$ cat src/rtl/pr_cmplt_mc_pkg.sv
// Shared types for the partial-reconfiguration completion tracker.
package lynxTypes;

  typedef enum logic [1:0] {
    ST_IDLE,
    ST_WAIT,
    ST_DONE
  } pr_cmplt_state_t;

  localparam int unsigned PR_MAX_REGIONS = 16;

endpackage

$ cat src/rtl/pr_cmplt_ch.sv
// One PR region: waits eos_time cycles after the last bitstream beat,
// then pulses eos for one cycle. Tracks overrun (restart while waiting).
module pr_cmplt_ch
  import lynxTypes::*;
#(
  parameter int unsigned CNT_BITS = 32
) (
  input  logic                aclk,
  input  logic                areset,
  input  logic                accept,
  input  logic                abort,
  input  logic [CNT_BITS-1:0] eos_time,
  input  logic                flag_clr,
  output logic                eos,
  output logic                busy,
  output logic                overrun
);

  pr_cmplt_state_t     r_state;
  pr_cmplt_state_t     w_state_nxt;
  logic [CNT_BITS-1:0] r_cnt;
  logic [CNT_BITS-1:0] w_cnt_nxt;
  logic [CNT_BITS-1:0] r_tgt;
  logic [CNT_BITS-1:0] w_tgt_nxt;
  logic                r_ovr;
  logic                w_ovr_set;

  // State, counter and target registers.
  always_ff @(posedge aclk) begin
    if (areset) begin
      r_state <= ST_IDLE;
      r_cnt   <= '0;
      r_tgt   <= '0;
    end else begin
      r_state <= w_state_nxt;
      r_cnt   <= w_cnt_nxt;
      r_tgt   <= w_tgt_nxt;
    end
  end

  // Next-state logic; abort beats accept, accept (restart) beats cnt==tgt.
  always_comb begin
    w_state_nxt = r_state;
    w_cnt_nxt   = r_cnt;
    w_tgt_nxt   = r_tgt;
    w_ovr_set   = 1'b0;
    case (r_state)
      ST_IDLE: begin
        if (accept) begin
          w_state_nxt = ST_WAIT;
          w_cnt_nxt   = '0;
          w_tgt_nxt   = eos_time;
        end
      end
      ST_WAIT: begin
        if (abort) begin
          w_state_nxt = ST_IDLE;
          w_cnt_nxt   = '0;
        end else if (accept) begin
          w_cnt_nxt   = '0;
          w_tgt_nxt   = eos_time;
          w_ovr_set   = 1'b1;
        end else if (r_cnt == r_tgt) begin
          w_state_nxt = ST_DONE;
        end else begin
          w_cnt_nxt   = r_cnt + 1'b1;
        end
      end
      ST_DONE: begin
        if (abort) begin
          w_state_nxt = ST_IDLE;
          w_cnt_nxt   = '0;
        end else if (accept) begin
          w_state_nxt = ST_WAIT;
          w_cnt_nxt   = '0;
          w_tgt_nxt   = eos_time;
        end else begin
          w_state_nxt = ST_IDLE;
        end
      end
      default: begin
        w_state_nxt = ST_IDLE;
        w_cnt_nxt   = '0;
      end
    endcase
  end

  // Sticky overrun flag; a set in the same cycle as flag_clr wins.
  always_ff @(posedge aclk) begin
    if (areset) begin
      r_ovr <= 1'b0;
    end else if (w_ovr_set) begin
      r_ovr <= 1'b1;
    end else if (flag_clr) begin
      r_ovr <= 1'b0;
    end
  end

  assign eos     = (r_state == ST_DONE);
  assign busy    = (r_state != ST_IDLE);
  assign overrun = r_ovr;

endmodule

$ cat src/rtl/pr_cmplt_mc.sv
// Multi-region PR completion tracker: decodes pr_id into per-region
// accepts, flags out-of-range ids, and gathers the per-region outputs.
module pr_cmplt_mc
  import lynxTypes::*;
#(
  parameter int unsigned N_REGIONS = 4,
  parameter int unsigned CNT_BITS  = 32,
  parameter int unsigned ID_BITS   = (N_REGIONS > 1) ? $clog2(N_REGIONS) : 1
) (
  input  logic                 aclk,
  input  logic                 areset,
  input  logic                 pr_val,
  input  logic                 pr_last,
  input  logic [ID_BITS-1:0]   pr_id,
  input  logic [CNT_BITS-1:0]  eos_time,
  input  logic [N_REGIONS-1:0] pr_abort,
  input  logic                 flag_clr,
  output logic [N_REGIONS-1:0] eos,
  output logic [N_REGIONS-1:0] busy,
  output logic [N_REGIONS-1:0] overrun,
  output logic                 id_err
);

  logic                 w_last;
  logic                 w_bad_id;
  logic [N_REGIONS-1:0] w_accept;
  logic                 r_id_err;

  assign w_last   = pr_val & pr_last;
  // Extra MSB keeps the range check meaningful when N_REGIONS is a power of two.
  assign w_bad_id = w_last & ({1'b0, pr_id} >= (ID_BITS+1)'(N_REGIONS));

  for (genvar k = 0; k < N_REGIONS; k++) begin : g_ch
    assign w_accept[k] = w_last & (pr_id == ID_BITS'(k));

    pr_cmplt_ch #(
      .CNT_BITS(CNT_BITS)
    ) u_ch (
      .aclk     (aclk),
      .areset   (areset),
      .accept   (w_accept[k]),
      .abort    (pr_abort[k]),
      .eos_time (eos_time),
      .flag_clr (flag_clr),
      .eos      (eos[k]),
      .busy     (busy[k]),
      .overrun  (overrun[k])
    );
  end

  // Sticky bad-id flag; a set in the same cycle as flag_clr wins.
  always_ff @(posedge aclk) begin
    if (areset) begin
      r_id_err <= 1'b0;
    end else if (w_bad_id) begin
      r_id_err <= 1'b1;
    end else if (flag_clr) begin
      r_id_err <= 1'b0;
    end
  end

  assign id_err = r_id_err;

endmodule

$ cat config.mk
export PLATFORM = sky130hd
export DESIGN_NAME = pr_cmplt_mc
export DESIGN_NICKNAME = d
export VERILOG_FILES = /design/src/rtl/pr_cmplt_mc_pkg.sv /design/src/rtl/pr_cmplt_ch.sv /design/src/rtl/pr_cmplt_mc.sv
export SDC_FILE = /design/constraint.sdc
export NUM_CORES = 1
export LEC_CHECK = 0
export ABC_AREA = 1
export BUFFER_PORTS_ARGS = -buffer_cell sky130_fd_sc_hd__buf_2
export CORE_MARGIN = 4
export CORE_UTILIZATION = 50
export DETAILED_ROUTE_END_ITERATION = 12
export PLACE_DENSITY = 0.66
export SETUP_SLACK_MARGIN = 0.02
export SLEW_MARGIN = 40
export SYNTH_ARGS = -nofsm -noshare
export SYNTH_HDL_FRONTEND = slang
export SYNTH_SLANG_ARGS = --single-unit
$ cat constraint.sdc
create_clock -name aclk -period 2.5 [get_ports aclk]
set_input_delay 0.75 -clock aclk [delete_from_list [all_inputs] [get_ports aclk]]
set_output_delay 0.75 -clock aclk [all_outputs]
set_load 0.02 [all_outputs]
==> out/summary.txt <==
Status = finished clean
R2r worst-path depth = 11
Fin crit share = 0.902
Post-Route WL = 53500 µm
Final instance area = 18800 µm²
Residual DRC = 0
Initial antenna violation count = 1
GPL Wtd Cong = 0.986
Max Freq = 0.443 GHz
R2R Setup Slk = 0.30 ns
Ports = 56
Asr flop ratio synth = 0
Port buffer count = 54
Final min period = 2.26 ns
#FFs+latches synth = 268
Post-route ant nets = 0
Final Hold Vio Count = 0
Tot Pwr = 13500 µW
Cell Rows = 66
Total number of vias = 17300
Max-capacitance violation count = 0
Root Buffer = clkbuf_16
Via density = 5.28
Synth Instances = 2732
WHS = 0.466 ns
Fillers = 3297
Hold buffers post-CTS = 0
CTS tree = built
Hold Path Class = register to register
# Post-CTS Setup Buffers = 0
Dpl cell area = 17600 µm²
Average wire per standard cell = 16.4 µm
Worst Path Max Fanout = 4
Die X-Extent = 190 µm
Power Density = 718 nW/µm²
Initial cell density of the core = 0.508
Final setup violating endpoints = 0
Worst Path Class, Setup = register to primary output
TritonCTS Buffers = 34
Layout area overhead = 13.5%
First-pass GRT wire length = 85400 µm
RSZ-0062 raised after global routing = no
Req. time, crit path = 1.75 ns
Unique masters post-synth = 39
DRT iter0 DRCs = 1527
Antenna cells = 0
Largest net degree at the start of global routing = 62
Clock Pin Slew Worst Setup and Hold Paths = 0.06 ns
Worst-Margin Slew = 0.775 ns
Vias in the first global route = 16200
Endpoint type of the worst setup path = primary output
Chip Height = 190 µm
Syn Area/Cell = 6.07 µm²
H-tree levels = 2
Setup TNS = 0 ns
Clk buf depth = 3
Fin nets = 2863
Die ar. = 36100 µm²
WHS Endpoint = g_ch[0].u_ch.r_tgt[6]$_SDFFE_PP0P_
Synthesized cell area = 16600 µm²
Worst flop-to-flop path startpoint = g_ch[0].u_ch.r_cnt[0]$_SDFFE_PP0P_
Synthesis Warnings = 0
VDD IR max = 0.505 mV
Leakage = 0.00856 µW
CP startpoint kind = register
CTS resizes = 0
Share of cells above drive strength 1 = 0.103
Hold path start = g_ch[0].u_ch.r_tgt[6]$_SDFFE_PP0P_
WP data arrival = 1.51 ns
Pins Over Slew Limit = 0
Main synth FF type = dfxtp_1
Hpwl dp = 39800 µm
GRT Util Overall = 0.293
Seq/Total Area, Yosys = 0.324
RR Endpoint = g_ch[0].u_ch.r_cnt[26]$_SDFFE_PP0P_
Grt total ovfl = 0
Worst hold path cell count = 2
Core Area = 32600 µm²
1st-pass router iterations = 6
Number of flops mapped to enable cells by yosys = 0
Clock sink total = 268
Syn_nets = 2795
Slew HR = 0.483
Post-Route Skew = 0.00996 ns
Worst skew pair latency = 0.52 ns
## synth_stat cells (3+ instances only)
cell type,count,area (µm²)
a21oi_1,120,601
buf_1,6,22.5
buf_2,39,195
buf_4,15,113
buf_6,3,33.8
clkbuf_1,45,169
dfxtp_1,268,5370
ha_1,20,250
inv_1,303,1140
inv_2,38,143
nand2_1,828,3110
nand2_2,9,56.3
nand3_1,165,826
nand3_2,4,40.0
nand3b_1,15,113
nand4_1,58,363
nor2_1,385,1450
nor2_2,23,144
nor2_4,8,90.1
nor3_1,51,255
nor3_2,4,40.0
o21ai_0,156,781
o21ai_1,48,240
o21bai_1,8,60.1
o22ai_1,3,18.8
xnor2_1,90,788
## worst max path at each step
stage | startpoint | to | slack [ns] | cells after the start
floorplan | pr_val | g_ch[1].u_ch.r_cnt[21]$_SDFFE_PP0P_ | 0.50 | 13
finish | g_ch[1].u_ch.r_state[0]$_SDFFE_PP0P_ | busy[1] | 0.24 | 4
detailed placement | pr_val | g_ch[2].u_ch.r_cnt[14]$_SDFFE_PP0P_ | -0.14 | 12
global placement | pr_val | g_ch[2].u_ch.r_cnt[14]$_SDFFE_PP0P_ | -0.11 | 12
global route | g_ch[2].u_ch.r_cnt[1]$_SDFFE_PP0P_ | g_ch[2].u_ch.r_cnt[20]$_SDFFE_PP0P_ | 0.03 | 12
CTS | g_ch[1].u_ch.r_state[0]$_SDFFE_PP0P_ | busy[1] | 0.22 | 4
## cell families (layout without fill, tap and decap cells)
kind of cell / Yosys count / in the layout / share of synthesized area
AOI/OAI and AO/OA: 341 / 341 / 0.105
adders and majority gates: 20 / 20 / 0.0151
other: 1 / 1 / 0.000226
xor gates and xnor gates: 92 / 92 / 0.0486
buffers and inverters: 452 / 546 / 0.110
DFF: 268 / 268 / 0.324
and+or+nand+nor: 1558 / 1558 / 0.397
## area by class of cell
class / count / area [µm²] / share of cell area
flip-flops and latches: 268 / 5370 / 0.285
multi-input cells: 2012 / 9400 / 0.499
inverters: 343 / 1290 / 0.0686
well taps: 442 / 553 / 0.0294
clock buffers: 50 / 1050 / 0.0561
repair buffers: 141 / 986 / 0.0524
clock inverters: 12 / 173 / 0.00918
## registers in the layout (all words and copies together), names as in the netlist
| register | flops |
|---|---|
| g_ch.u_ch.overrun | 4 |
| g_ch.u_ch.r_cnt | 128 |
| g_ch.u_ch.r_state | 8 |
| g_ch.u_ch.r_tgt | 128 |
## worst max-delay path: stages (launching register included)
cell     delay (ns)
dfxtp_1        0.39
inv_1          0.09
ha_1           0.23
inv_1          0.11
buf_2          0.18
## layout by cell type, fill, tap and decap left out, types with 2 or more instances in the layout
cell       count
nand2_1      828
nor2_1       383
inv_1        303
dfxtp_1      268
nand3_1      165
o21ai_0      156
a21oi_1      120
xnor2_1       90
buf_4         82
nand4_1       58
buf_2         54
nor3_1        51
o21ai_1       48
inv_2         37
clkbuf_16     37
nor2_2        25
ha_1          20
nand3b_1      15
nand2_2        9
nor2_4         8
o21bai_1       8
clkbuf_8       8
clkbuf_1       5
clkinv_2       5
buf_12         5
nor3_2         4
nand3_2        4
bufinv_16      4
o22ai_1        3
nor3b_1        2
clkinv_1       2
and2_1         2
nand4_4        2
nor3_4         2
a22o_1         2
xor2_1         2
## metal layers
metal	routed length, µm	track usage
met2	23600	0.469
met3	4080	0.0490
met5	0	0
met4	2440	0.125
met1	23400	0.390
## report_power, final
group	switching, µW	internal, µW	total, µW
clock	2020	3350	5370
sequential	152	4470	4620
combinational	2300	1210	3510
## per-stage QoR
step / setup slack [ns] / std cells / util
floorplan: 0.502 / 2732 / -
global placement: -0.109 / 3206 / 0.539
detailed placement: -0.140 / 3206 / 0.539
CTS: 0.215 / 3268 / 0.577
global route: 0.0326 / 3268 / 0.577
finish: 0.245 / 3268 / 0.577
Note: power is estimated with default switching activity, not from simulation.
